$ cat config.mk
export PLATFORM = sky130hd
export DESIGN_NAME = dpram_arbiter
export DESIGN_NICKNAME = d
export VERILOG_FILES = /design/src/rtl/dpram_arbiter.sv
export SDC_FILE = /design/constraint.sdc
export NUM_CORES = 1
export LEC_CHECK = 0
export ABC_AREA = 1
export BUFFER_PORTS_ARGS = -buffer_cell sky130_fd_sc_hd__buf_4
export CAP_MARGIN = 10
export CORE_MARGIN = 3
export CORE_UTILIZATION = 46
export CTS_BUF_LIST = sky130_fd_sc_hd__clkbuf_8 sky130_fd_sc_hd__clkbuf_16
export CTS_CLUSTER_DIAMETER = 200
export DETAILED_ROUTE_END_ITERATION = 10
export GPL_TIMING_DRIVEN = 0
export HOLD_SLACK_MARGIN = 0.02
export PLACE_DENSITY_LB_ADDON = 0.12
export RECOVER_POWER = 25
export SETUP_SLACK_MARGIN = 0.3
export SLEW_MARGIN = 15
export SYNTH_ARGS = -nofsm -noshare
export SYNTH_HDL_FRONTEND = slang
export SYNTH_SLANG_ARGS = --single-unit
$ cat constraint.sdc
create_clock -name clk -period 2.7 [get_ports clk]
set_clock_uncertainty 0.2 [all_clocks]
set_input_delay 0.135 -clock clk [delete_from_list [all_inputs] [get_ports clk]]
set_output_delay 0.135 -clock clk [all_outputs]
set_load 0.02 [all_outputs]
$ cat src/rtl/dpram_arbiter.sv
// Round-robin arbiter sharing one dual-port RAM among NUM_REQ requesters.
// Issues up to two grants per cycle (port A and port B) and routes read data back to the requester.
module dpram_arbiter #(
  parameter int NUM_REQ    = 4,
  parameter int DATA_WIDTH = 8,
  parameter int ADDR_WIDTH = 4,
  parameter int CNT_WIDTH  = 16
) (
  input  logic                             clk,
  input  logic                             rst_n,
  input  logic [NUM_REQ-1:0]               req,
  input  logic [NUM_REQ-1:0]               req_we,
  input  logic [NUM_REQ*ADDR_WIDTH-1:0]    req_addr,
  input  logic [NUM_REQ*DATA_WIDTH-1:0]    req_wdata,
  output logic [NUM_REQ-1:0]               gnt,
  output logic [NUM_REQ-1:0]               rvalid,
  output logic [NUM_REQ*DATA_WIDTH-1:0]    rdata,
  output logic [ADDR_WIDTH-1:0]            ram_addr_a,
  output logic [ADDR_WIDTH-1:0]            ram_addr_b,
  output logic [DATA_WIDTH-1:0]            ram_din_a,
  output logic [DATA_WIDTH-1:0]            ram_din_b,
  output logic                             ram_we_a,
  output logic                             ram_we_b,
  input  logic [DATA_WIDTH-1:0]            ram_dout_a,
  input  logic [DATA_WIDTH-1:0]            ram_dout_b,
  output logic [CNT_WIDTH-1:0]             conflict_cnt
);

  localparam int IW = (NUM_REQ > 1) ? $clog2(NUM_REQ) : 1;

  logic [IW-1:0]         rr_ptr;
  logic [IW-1:0]         own_a, own_b;
  logic                  val_a, val_b;

  logic                  a_found, b_found, collide;
  logic [IW-1:0]         win_a, win_b, last_win, nxt_ptr;
  logic                  a_we, b_we;
  logic [ADDR_WIDTH-1:0] a_addr, b_addr;
  logic [DATA_WIDTH-1:0] a_wdata, b_wdata;

  // Single scan from rr_ptr: first requester takes port A, the next one that is not a
  // same-address write pairing with A takes port B; skipped candidates flag a collision.
  always_comb begin
    int unsigned idx;
    a_found = 1'b0;
    b_found = 1'b0;
    collide = 1'b0;
    win_a   = '0;
    win_b   = '0;
    a_we    = 1'b0;
    b_we    = 1'b0;
    a_addr  = '0;
    b_addr  = '0;
    a_wdata = '0;
    b_wdata = '0;
    idx     = 0;
    for (int unsigned k = 0; k < NUM_REQ; k++) begin
      idx = (32'(rr_ptr) + k) % NUM_REQ;
      if (req[idx]) begin
        if (!a_found) begin
          a_found = 1'b1;
          win_a   = IW'(idx);
          a_we    = req_we[idx];
          a_addr  = req_addr[idx*ADDR_WIDTH +: ADDR_WIDTH];
          a_wdata = req_wdata[idx*DATA_WIDTH +: DATA_WIDTH];
        end else if (!b_found) begin
          if (a_we && req_we[idx] && (req_addr[idx*ADDR_WIDTH +: ADDR_WIDTH] == a_addr)) begin
            collide = 1'b1;
          end else begin
            b_found = 1'b1;
            win_b   = IW'(idx);
            b_we    = req_we[idx];
            b_addr  = req_addr[idx*ADDR_WIDTH +: ADDR_WIDTH];
            b_wdata = req_wdata[idx*DATA_WIDTH +: DATA_WIDTH];
          end
        end
      end
    end
    if (!rst_n) begin
      a_found = 1'b0;
      b_found = 1'b0;
      collide = 1'b0;
    end
  end

  always_comb begin
    last_win = b_found ? win_b : win_a;
    nxt_ptr  = (last_win == IW'(NUM_REQ - 1)) ? '0 : last_win + IW'(1);
  end

  always_comb begin
    gnt        = '0;
    ram_addr_a = '0;
    ram_din_a  = '0;
    ram_we_a   = 1'b0;
    ram_addr_b = '0;
    ram_din_b  = '0;
    ram_we_b   = 1'b0;
    if (a_found) begin
      gnt[win_a] = 1'b1;
      ram_addr_a = a_addr;
      ram_we_a   = a_we;
      ram_din_a  = a_we ? a_wdata : '0;
    end
    if (b_found) begin
      gnt[win_b] = 1'b1;
      ram_addr_b = b_addr;
      ram_we_b   = b_we;
      ram_din_b  = b_we ? b_wdata : '0;
    end
  end

  always_ff @(posedge clk) begin
    if (!rst_n) begin
      rr_ptr       <= '0;
      val_a        <= 1'b0;
      val_b        <= 1'b0;
      own_a        <= '0;
      own_b        <= '0;
      conflict_cnt <= '0;
    end else begin
      if (a_found) rr_ptr <= nxt_ptr;
      val_a <= a_found && !a_we;
      val_b <= b_found && !b_we;
      own_a <= win_a;
      own_b <= win_b;
      if (collide && (conflict_cnt != '1)) conflict_cnt <= conflict_cnt + CNT_WIDTH'(1);
    end
  end

  // The RAM already registers its read data, so the owner registers only steer it.
  always_comb begin
    rvalid = '0;
    rdata  = '0;
    if (val_a) begin
      rvalid[own_a]                       = 1'b1;
      rdata[own_a*DATA_WIDTH +: DATA_WIDTH] = ram_dout_a;
    end
    if (val_b) begin
      rvalid[own_b]                       = 1'b1;
      rdata[own_b*DATA_WIDTH +: DATA_WIDTH] = ram_dout_b;
    end
  end

endmodule

==> results of run 1 <==
[logic make-up (layout without fill, tap and decap cells)]
group / Yosys count / after routing / synth area share
fa+ha+maj: 15 / 15 / 0.0402
buf+inv: 172 / 395 / 0.158
flops: 24 / 24 / 0.103
simple gates: 452 / 454 / 0.420
xor+xnor: 13 / 13 / 0.0244
compound gates: 201 / 201 / 0.254
[sequential cells by signal, indices dropped and copies added, names as in the netlist]
signal / cells
rr_ptr: 2
val_b: 1
conflict_cnt: 16
own_a: 2
val_a: 1
own_b: 2
[metrics by stage]
stage          hold WS (ns)  worst slack (ns)   util
2_1_floorplan         0.279            0.0350      -
3_3_place_gp          0.267            -0.515  0.643
3_5_place_dp          0.273            -0.562  0.643
4_1_cts              0.0463            -0.541  0.728
5_1_grt              0.0689            -0.847  0.780
6_report             0.0694            -0.784  0.780
[cell usage after synthesis, drive strengths merged]
library cell | number | area (um2)
a21boi | 1 | 7.51
a21oi | 32 | 164
a221oi | 3 | 26.3
a22o | 1 | 8.76
a22oi | 16 | 120
a32oi | 1 | 8.76
buf | 17 | 150
clkbuf | 23 | 86.3
clkinv | 2 | 7.51
dfxtp | 24 | 480
ha | 15 | 188
inv | 130 | 493
nand2 | 330 | 1310
nand3 | 38 | 210
nand3b | 1 | 7.51
nand4 | 21 | 131
nor2 | 45 | 195
nor3 | 10 | 61.3
nor4 | 4 | 25.0
o2111ai | 7 | 61.3
o211ai | 3 | 22.5
o21a | 3 | 22.5
o21ai | 96 | 495
o21bai | 1 | 7.51
o22ai | 33 | 206
o311ai | 1 | 8.76
o31ai | 1 | 7.51
o32ai | 2 | 17.5
or2 | 1 | 6.26
or3 | 1 | 6.26
or4 | 1 | 7.51
xnor2 | 1 | 8.76
xor2 | 12 | 105
[area by class of cell]
type | count | area (um2) | area share
Multi-Input combinational cell | 683 | 4240 | 0.553
Timing Repair Buffer | 218 | 1790 | 0.234
Inverter | 132 | 533 | 0.0696
Sequential cell | 24 | 493 | 0.0643
Buffer | 40 | 374 | 0.0488
Tap cell | 133 | 166 | 0.0217
Clock buffer | 4 | 55.1 | 0.00718
Timing Repair inverter | 1 | 8.76 | 0.00114
[final timing paths]
path	depth (start not counted)	slack, ns	end	start
setup reg to reg	23	-0.62	conflict_cnt[1]	rr_ptr[0]
hold reg to reg	2	0.28	conflict_cnt[4]	conflict_cnt[4]
hold / removal	3	0.07	conflict_cnt[12]	rst_n
setup / recovery	23	-0.78	ram_din_b[7]	rr_ptr[0]
[layer usage]
layer / wire (um) / GRT usage
met5: 0 / 0
met4: 795 / 0.0767
met3: 1560 / 0.0229
met2: 9160 / 0.501
met1: 7800 / 0.383
[where the power goes]
group	switching [mW]	total [mW]	internal, mW
registers	0.0979	0.523	0.425
clock network	0.117	0.247	0.130
logic	6.57	10.8	4.24
[timing repair]
item                       CTS  global route
buffers inserted            38            17
gates cloned                 6             6
setup endpoints to repair   87            84
pin swaps                   31            28
resized for setup          142           104
[tightest hold or removal path: stages]
cell     delay [ns]
buf_2          0.19
nand3_2        0.12
a21oi_1        0.06
[layout by cell type (no fill, tap or decap), drive strengths merged, types with 2 or more instances in the layout]
cell type and instances:
clkbuf 40, nand2 332, xor2 12, clkinv 2, nand4 21, buf 222, o21ai 96, nor2 45
a22oi 16, nor4 4, o32ai 2, nand3 38, a221oi 3, o2111ai 7, inv 131, nor3 10
dfxtp 24, o22ai 33, a21oi 32, ha 15, o211ai 3, o21a 3
==> out/metrics.cfg, run 1 <==
[placed_design]
dp_hpwl_um=12900
gp_congestion=0.954
dpl-instance-area_um2=6310
dp.cells=1164
numPortBuffers=154

[global_routing]
grt_pass1_vias=5982
grtUsageTotal=0.288
antenna_found_initial=0
grt_pass1_wl_um=27900
overflow=0
grt_max_degree=14

[setup_path]
cp_common_cell=nand2_1
crit_type=reg2out
critPathCaptureType=output pin
slowest_delay_ns=0.39
path_max_fanout=7
crit_slowest_cell=dfxtp_4
worst-path-buf-inv=6
crit_family=simple AND/OR/NAND/NOR gates
cp_cell_sequence=buf_12 > buf_12 > buf_16 > nand2_1 > nand2_1 > nand2_2 > nand2_2 > nand3_2 > nand2_1 > nand2_1 > nand2_1 > nor2_2 > nand3_2 > nand2_4 > nand2_2 > nand2_4 > nand2_8 > inv_8 > nand2_1 > o211ai_1 > inv_1 > nor2_4 > buf_6
crit_required_ns=2.37
worst-endpoint-arrival_ns=3.15
cp-start-kind=flop

[routing]
wl_um=19300
antenna_left=0
viasPerCell=5.63
drt_iter0_drc=676
route.detailed.drc=0
drt_pass1_iterations=6
drt-wirelength-per-cell_um=15.6
vias=6949

[sta]
slew_viol_final=0
grt_setup_unrepaired=true
final_hold_viol_count=0
relSlewSlack=0.613
setup_violations=51
tns_ns=-25.93
finalCritPeriodShare=1.29
setup_slack_ns=-0.784
fmax_mhz=287
min_period_ns=3.48
tightest_slew_ns=0.580

[finish]
nFillCells=754
post_layout_nonfiller_instances=1235
fin_area_um2=7660
layout.nets=1192
n_antenna_cell=0
drive_gt1_frac=0.380
syn_to_final_growth_pct=64.3

[synthesis]
yosys_warnings=0
synth_fp_nets=966
synth-seq-cells=24
syn_avg_cell_area_um2=5.32
synthesis.area_um2=4660
syn-instance-count=877
synth_seq_area_share=0.103
synth_cell_type_count=48

[die]
die_area_um2=11400
start_util=0.475
die_width_um=107
io_pins=156
core_area_um2=9820
std_cell_rows=36
die_h_um=107

[clock_tree]
clkTransAtPathRegs_ns=0.09
cts_tree=yes
htreeDepth=1
cts_hold_buf=0
clk_path_buf_depth=2
cts-root-buf=clkbuf_8
clock_latency_ns=0.27
numCtsBuffers=3
clock_sinks=24

[pwr]
ir_worst_vdd_uv=982
power.total_mw=11.6
leakage_nw=3.70
p_per_area_nw_per_um2=1510

[hold_path]
hold_class=in2reg

[run_status]
violations=negative setup slack
status=finished, violations left

[run]
drv_cap=0

No activity file was read; power rests on OpenSTA's default activity.
==> inputs of run 2 (changes only) <==
--- a/config.mk
+++ b/config.mk
@@ -17,7 +17,7 @@
 export HOLD_SLACK_MARGIN = 0.02
 export PLACE_DENSITY_LB_ADDON = 0.12
 export RECOVER_POWER = 25
-export SETUP_SLACK_MARGIN = 0.3
+export SETUP_SLACK_MARGIN = 0.15
 export SLEW_MARGIN = 15
 export SYNTH_ARGS = -nofsm -noshare
 export SYNTH_HDL_FRONTEND = slang
==> constraint.sdc (replaced) <==
create_clock -name clk -period 4.3 [get_ports clk]
set_clock_uncertainty 0.2 [all_clocks]
set_input_delay 0.215 -clock clk [delete_from_list [all_inputs] [get_ports clk]]
set_output_delay 0.215 -clock clk [all_outputs]
set_load 0.02 [all_outputs]
==> out/metrics.cfg, run 2 (synthesis gave the netlist of run 1 again) <==
[pwr]
leakage_nw=3.03  ; was 3.70 nW
ir_worst_vdd_uv=351  ; was 982 uV
p_per_area_nw_per_um2=793  ; was 1510 nW/um2

[sta]
min_period_ns=3.98
grt_setup_unrepaired=false  ; was true
tns_ns=0  ; was -25.93 ns
fmax_mhz=251
setup_violations=0  ; was 51
finalCritPeriodShare=0.925
final_hold_viol_count=0  ; unchanged
relSlewSlack=0.582  ; was 0.613
tightest_slew_ns=0.628  ; was 0.580 ns
slew_viol_final=0  ; unchanged

[global_routing]
antenna_found_initial=0  ; unchanged
grt_pass1_vias=5424  ; was 5982
grt_pass1_wl_um=25600  ; was 27900 um
grt_max_degree=15  ; was 14
overflow=0  ; unchanged
grtUsageTotal=0.263  ; was 0.288

[setup_path]
cp-start-kind=flop  ; unchanged
worst-endpoint-arrival_ns=3.56  ; was 3.15 ns
reg2reg_from=rr_ptr[0]  ; unchanged
cp_cell_sequence=buf_6 > nand2_1 > nand3_1 > nand2_4 > inv_1 > nand2_1 > nor2_4 > nand2_1 > nand3_1 > nand2_1 > nor2_1 > a21oi_1 > nand2_1 > inv_2 > buf_2 > a221oi_1 > buf_4  ; was buf_12 > buf_12 > buf_16 > nand2_1 > nand2_1 > nand2_2 > nand2_2 > nand3_2 > nand2_1 > nand2_1 > nand2_1 > nor2_2 > nand3_2 > nand2_4 > nand2_2 > nand2_4 > nand2_8 > inv_8 > nand2_1 > o211ai_1 > inv_1 > nor2_4 > buf_6
path_max_fanout=10  ; was 7
crit_required_ns=3.88  ; was 2.37 ns
worstRegToRegCells=17  ; was 23
r2r_end=conflict_cnt[9]  ; was conflict_cnt[1]
crit_family=simple AND/OR/NAND/NOR gates  ; unchanged
crit_type=reg2out  ; unchanged
cp_common_cell=nand2_1  ; unchanged
r2r_setup_slack_ns=0.88  ; was -0.62 ns
worst-path-buf-inv=5  ; was 6
slowest_delay_ns=0.41  ; was 0.39 ns
crit_slowest_cell=a221oi_1  ; was dfxtp_4
critPathCaptureType=output pin  ; unchanged

[clock_tree]
post_cts_buffers=0  ; was 38
cts-root-buf=clkbuf_8  ; unchanged
clock_latency_ns=0.27  ; about the same
clock_sinks=24  ; unchanged
htreeDepth=1  ; unchanged
clk_path_buf_depth=2  ; unchanged
cts_hold_buf=0  ; unchanged
cts_tree=yes  ; unchanged
numCtsBuffers=3  ; unchanged
clkTransAtPathRegs_ns=0.09  ; about the same

[finish]
drive_gt1_frac=0.184  ; was 0.380
n_antenna_cell=0  ; unchanged
largest_reg_flops=16  ; unchanged
multi_input_area_um2=3440  ; was 4240 um2
regArea_um2=480  ; was 493 um2
post_layout_nonfiller_instances=1168  ; was 1235
top_register=conflict_cnt  ; unchanged
final_common_cell=nand2_1  ; unchanged
final_cell_mix=nand2_1, buf_4, inv_1  ; unchanged
nFillCells=1051  ; was 754
syn_to_final_growth_pct=28.1  ; was 64.3%
utilization=0.609  ; was 0.780
layout.nets=1125  ; was 1192

[placed_design]
gp_congestion=0.974  ; was 0.954
dp_hpwl_um=12500  ; was 12900 um
numPortBuffers=154  ; unchanged
dp.cells=1164  ; unchanged

[run_status]
status=finished, final reports clean  ; was finished, violations left

[die]
start_util=0.475  ; unchanged
die_width_um=107  ; unchanged
die_area_um2=11400  ; unchanged
std_cell_rows=36  ; unchanged
core_area_um2=9820  ; unchanged
die_h_um=107  ; unchanged
io_pins=156  ; unchanged

[routing]
route.detailed.drc=0  ; unchanged
vias=6226  ; was 6949
wl_um=15500  ; was 19300 um
drt_pass1_iterations=7  ; was 6
drt_iter0_drc=630  ; was 676
viasPerCell=5.33  ; was 5.63
antenna_left=0  ; unchanged
drt-wirelength-per-cell_um=13.3  ; was 15.6 um

[hold_path]
hp-start=rst_n  ; unchanged
holdPathEnd=conflict_cnt[6]  ; was conflict_cnt[12]
hold-path-cell-count=3  ; unchanged
hold_class=in2reg  ; unchanged

[run]
drv_cap=0  ; unchanged

run 2: cell count changes in the layout (fill, tap and decap cells not counted), sizes merged:
cell,before,now
bufinv,0,1
buf,222,151
nand2,332,330
inv,131,130
clkbuf,40,46
run 2: power by group:
part | switching, mW | total [mW] | internal [mW]
combinational | 2.86 | 4.25 | 1.40
clock | 0.0729 | 0.197 | 0.124
sequential | 0.0360 | 0.293 | 0.257
total | 2.96 | 4.74 | 1.78
run 2: worst min-delay path: stages:
cell     delay [ns]
buf_2          0.17
nand4_1        0.11
a21oi_1        0.06
run 2: layout make-up:
| cell class | instances | share of cell area |
|---|---|---|
| Multi-Input combinational cell | 681 | 0.575 |
| Tap cell | 133 | 0.0278 |
| Sequential cell | 24 | 0.0804 |
| Clock inverter | 1 | 0.00503 |
| Buffer | 40 | 0.0398 |
| Timing Repair Buffer | 154 | 0.181 |
| Clock buffer | 3 | 0.00691 |
| Inverter | 132 | 0.0838 |
run 2: worst max-delay path by stage:
stage                   start       endpoint  cells past startpoint
finish              rr_ptr[0]  ram_addr_b[3]                     17
floorplan           rr_ptr[0]  ram_addr_b[0]                     15
global route        rr_ptr[0]   ram_din_b[0]                     19
CTS                 rr_ptr[0]  ram_addr_b[3]                     16
detailed placement  rr_ptr[0]  ram_addr_b[3]                     16
global placement    rr_ptr[0]  ram_addr_b[3]                     16
run 2: repair_timing:
action                                  4_1_cts  5_1_grt
endpoints found under the setup margin        0        1
endpoints found under the hold margin         0        0
resized for setup                             0        2
run 2: per-layer routing:
| metal | share of wire | track usage | vias to the layer above | routed length, um |
|---|---|---|---|---|
| li1 | - | - | 3193 | - |
| met1 | 0.46 | 0.372 | 2696 | 7080 |
| met2 | 0.44 | 0.434 | 323 | 6870 |
| met3 | 0.095 | 0.0379 | 14 | 1480 |
| met4 | 0.0063 | 0.0384 | 0 | 98 |
| met5 | 0 | 0 | - | 0 |
run 2: per-stage QoR:
| stage | power (mW) | hold WS (ns) | instance area (um2) | worst slack (ns) |
|---|---|---|---|---|
| after floorplan | 3.31 | 0.349 | 4660 | 1.28 |
| after global placement | 4.45 | 0.270 | 5990 | 0.780 |
| after detailed placement | 4.47 | 0.277 | 5990 | 0.796 |
| after CTS | 4.68 | 0.125 | 6060 | 0.487 |
| after global routing | 5.23 | 0.133 | 5980 | 0.157 |
| final | 4.74 | 0.126 | 5980 | 0.323 |
==> inputs of run 3 (changes only) <==
--- a/config.mk
+++ b/config.mk
@@ -16,9 +16,9 @@
 export GPL_TIMING_DRIVEN = 0
 export HOLD_SLACK_MARGIN = 0.02
 export PLACE_DENSITY_LB_ADDON = 0.12
-export RECOVER_POWER = 25
+export RECOVER_POWER = 100
 export SETUP_SLACK_MARGIN = 0.15
-export SLEW_MARGIN = 15
+export SLEW_MARGIN = 5
 export SYNTH_ARGS = -nofsm -noshare
 export SYNTH_HDL_FRONTEND = slang
 export SYNTH_SLANG_ARGS = --single-unit
==> out/metrics.cfg, run 3 (synthesis gave the netlist of run 1 again) <==
[sta]
final_hold_viol_count=0  ; unchanged
tns_ns=0  ; unchanged
tightest_slew_ns=0.613  ; was 0.628 ns
grt_setup_unrepaired=false  ; unchanged
setup_slack_ns=0.318  ; was 0.323 ns
finalCritPeriodShare=0.926  ; was 0.925
relSlewSlack=0.591  ; was 0.582
min_period_ns=3.98  ; about the same
setup_violations=0  ; unchanged
fmax_mhz=251  ; about the same
slew_viol_final=0  ; unchanged

[routing]
route.detailed.drc=0  ; unchanged
drt_pass1_iterations=5  ; was 7
drt_iter0_drc=537  ; was 630
antenna_left=0  ; unchanged
vias=6208  ; was 6226
wl_um=15500  ; about the same
drt-wirelength-per-cell_um=13.2  ; was 13.3 um
viasPerCell=5.32  ; was 5.33

[global_routing]
overflow=0  ; unchanged
grt_max_degree=15  ; unchanged
grt_pass1_wl_um=25600  ; unchanged
antenna_found_initial=0  ; unchanged
grt_pass1_vias=5424  ; unchanged
grtUsageTotal=0.263  ; unchanged

[placed_design]
numPortBuffers=154  ; unchanged
dp_hpwl_um=12500  ; unchanged
dp.cells=1164  ; unchanged
gp_congestion=0.974  ; unchanged
dpl-instance-area_um2=5990  ; unchanged
place_ws_ns=0.796  ; unchanged

[pwr]
ir_worst_vdd_uv=348  ; was 351 uV
power.total_mw=4.60  ; was 4.74 mW
leakage_nw=2.81  ; was 3.03 nW
p_per_area_nw_per_um2=796  ; was 793 nW/um2

[setup_path]
crit_required_ns=3.88  ; about the same
cp-start-kind=flop  ; unchanged
crit_type=reg2out  ; unchanged
path_max_fanout=10  ; unchanged
critPathCaptureType=output pin  ; unchanged
worst-endpoint-arrival_ns=3.57  ; was 3.56 ns

[die]
die_h_um=107  ; unchanged
start_util=0.475  ; unchanged
core_area_um2=9820  ; unchanged
die_width_um=107  ; unchanged
io_pins=156  ; unchanged
die_area_um2=11400  ; unchanged
std_cell_rows=36  ; unchanged

[clock_tree]
clk_path_buf_depth=2  ; unchanged
post_cts_buffers=0  ; unchanged
clock_sinks=24  ; unchanged
clkTransAtPathRegs_ns=0.08  ; was 0.09 ns
numCtsBuffers=3  ; unchanged
htreeDepth=1  ; unchanged
cts_hold_buf=0  ; unchanged
cts_tree=yes  ; unchanged
cts-root-buf=clkbuf_8  ; unchanged
clock_latency_ns=0.27  ; about the same
post_cts_resized=0  ; unchanged

[finish]
n_antenna_cell=0  ; unchanged
final_cell_mix=nand2_1, inv_1, clkbuf_1  ; was nand2_1, buf_4, inv_1
largest_reg_flops=16  ; unchanged
top_register=conflict_cnt  ; unchanged
fin_area_um2=5770  ; was 5980 um2
drive_gt1_frac=0.130  ; was 0.184
post_layout_nonfiller_instances=1168  ; unchanged
layout.nets=1125  ; unchanged
syn_to_final_growth_pct=23.8  ; was 28.1%
final_common_cell=nand2_1  ; unchanged

[run_status]
status=finished, final reports clean  ; unchanged

[hold_path]
hold_class=in2reg  ; unchanged

[run]
drv_cap=0  ; unchanged

-- run 3: stage by stage --
step,hold WS (ns),utilization
5_1_grt,0.128,0.588
3_5_place_dp,0.277,0.610
2_1_floorplan,0.349,-
4_1_cts,0.125,0.617
3_3_place_gp,0.270,0.610
6_report,0.121,0.588
-- run 3: path summary, 6_finish.rpt --
| path | from | endpoint | slack (ns) | cells past startpoint |
|---|---|---|---|---|
| hold / removal | rst_n | conflict_cnt[6] | 0.12 | 3 |
| hold reg to reg | conflict_cnt[4] | conflict_cnt[4] | 0.28 | 2 |
| setup reg to reg | rr_ptr[0] | conflict_cnt[9] | 0.72 | 18 |
| setup / recovery | rr_ptr[0] | ram_addr_b[3] | 0.32 | 18 |
-- run 3: layout make-up --
cell class                      instances  area [um2]
Sequential cell                        24         480
Clock inverter                          1        30.0
Tap cell                              133         166
Buffer                                 40         236
Inverter                              132         500
Fill cell                            1106        4050
Multi-Input combinational cell        681        3430
Timing Repair Buffer                  154         886
Clock buffer                            3        41.3
-- run 3: layer usage --
metal | global-route usage | vias up | share of wire
met5 | 0 | - | 0
met2 | 0.434 | 329 | 0.44
met4 | 0.0384 | 0 | 0.0065
li1 | - | 3192 | -
met1 | 0.372 | 2671 | 0.46
met3 | 0.0379 | 16 | 0.096
-- run 3: power by group --
group	internal (mW)	switching [mW]	leakage, nW	total (mW)
clock network	0.124	0.0714	0.0357	0.196
registers	0.257	0.0360	0.195	0.293
logic	1.27	2.84	2.58	4.11
total	1.65	2.95	2.81	4.60
-- run 3: critical path, cell delays in order, from the launching register on --
cell and delay [ns]:
dfxtp_1 0.34, buf_6 0.15, inv_6 0.10, nand2_1 0.07, nand3_1 0.23, nand2_4 0.12
inv_1 0.18, nand2_1 0.19, nor2_4 0.23, nand2_1 0.11, nand3_1 0.10, nand2_1 0.07
nor2_1 0.19, a21oi_1 0.12, nand2_1 0.16, inv_2 0.10, buf_2 0.21, a221oi_1 0.41
buf_4 0.21
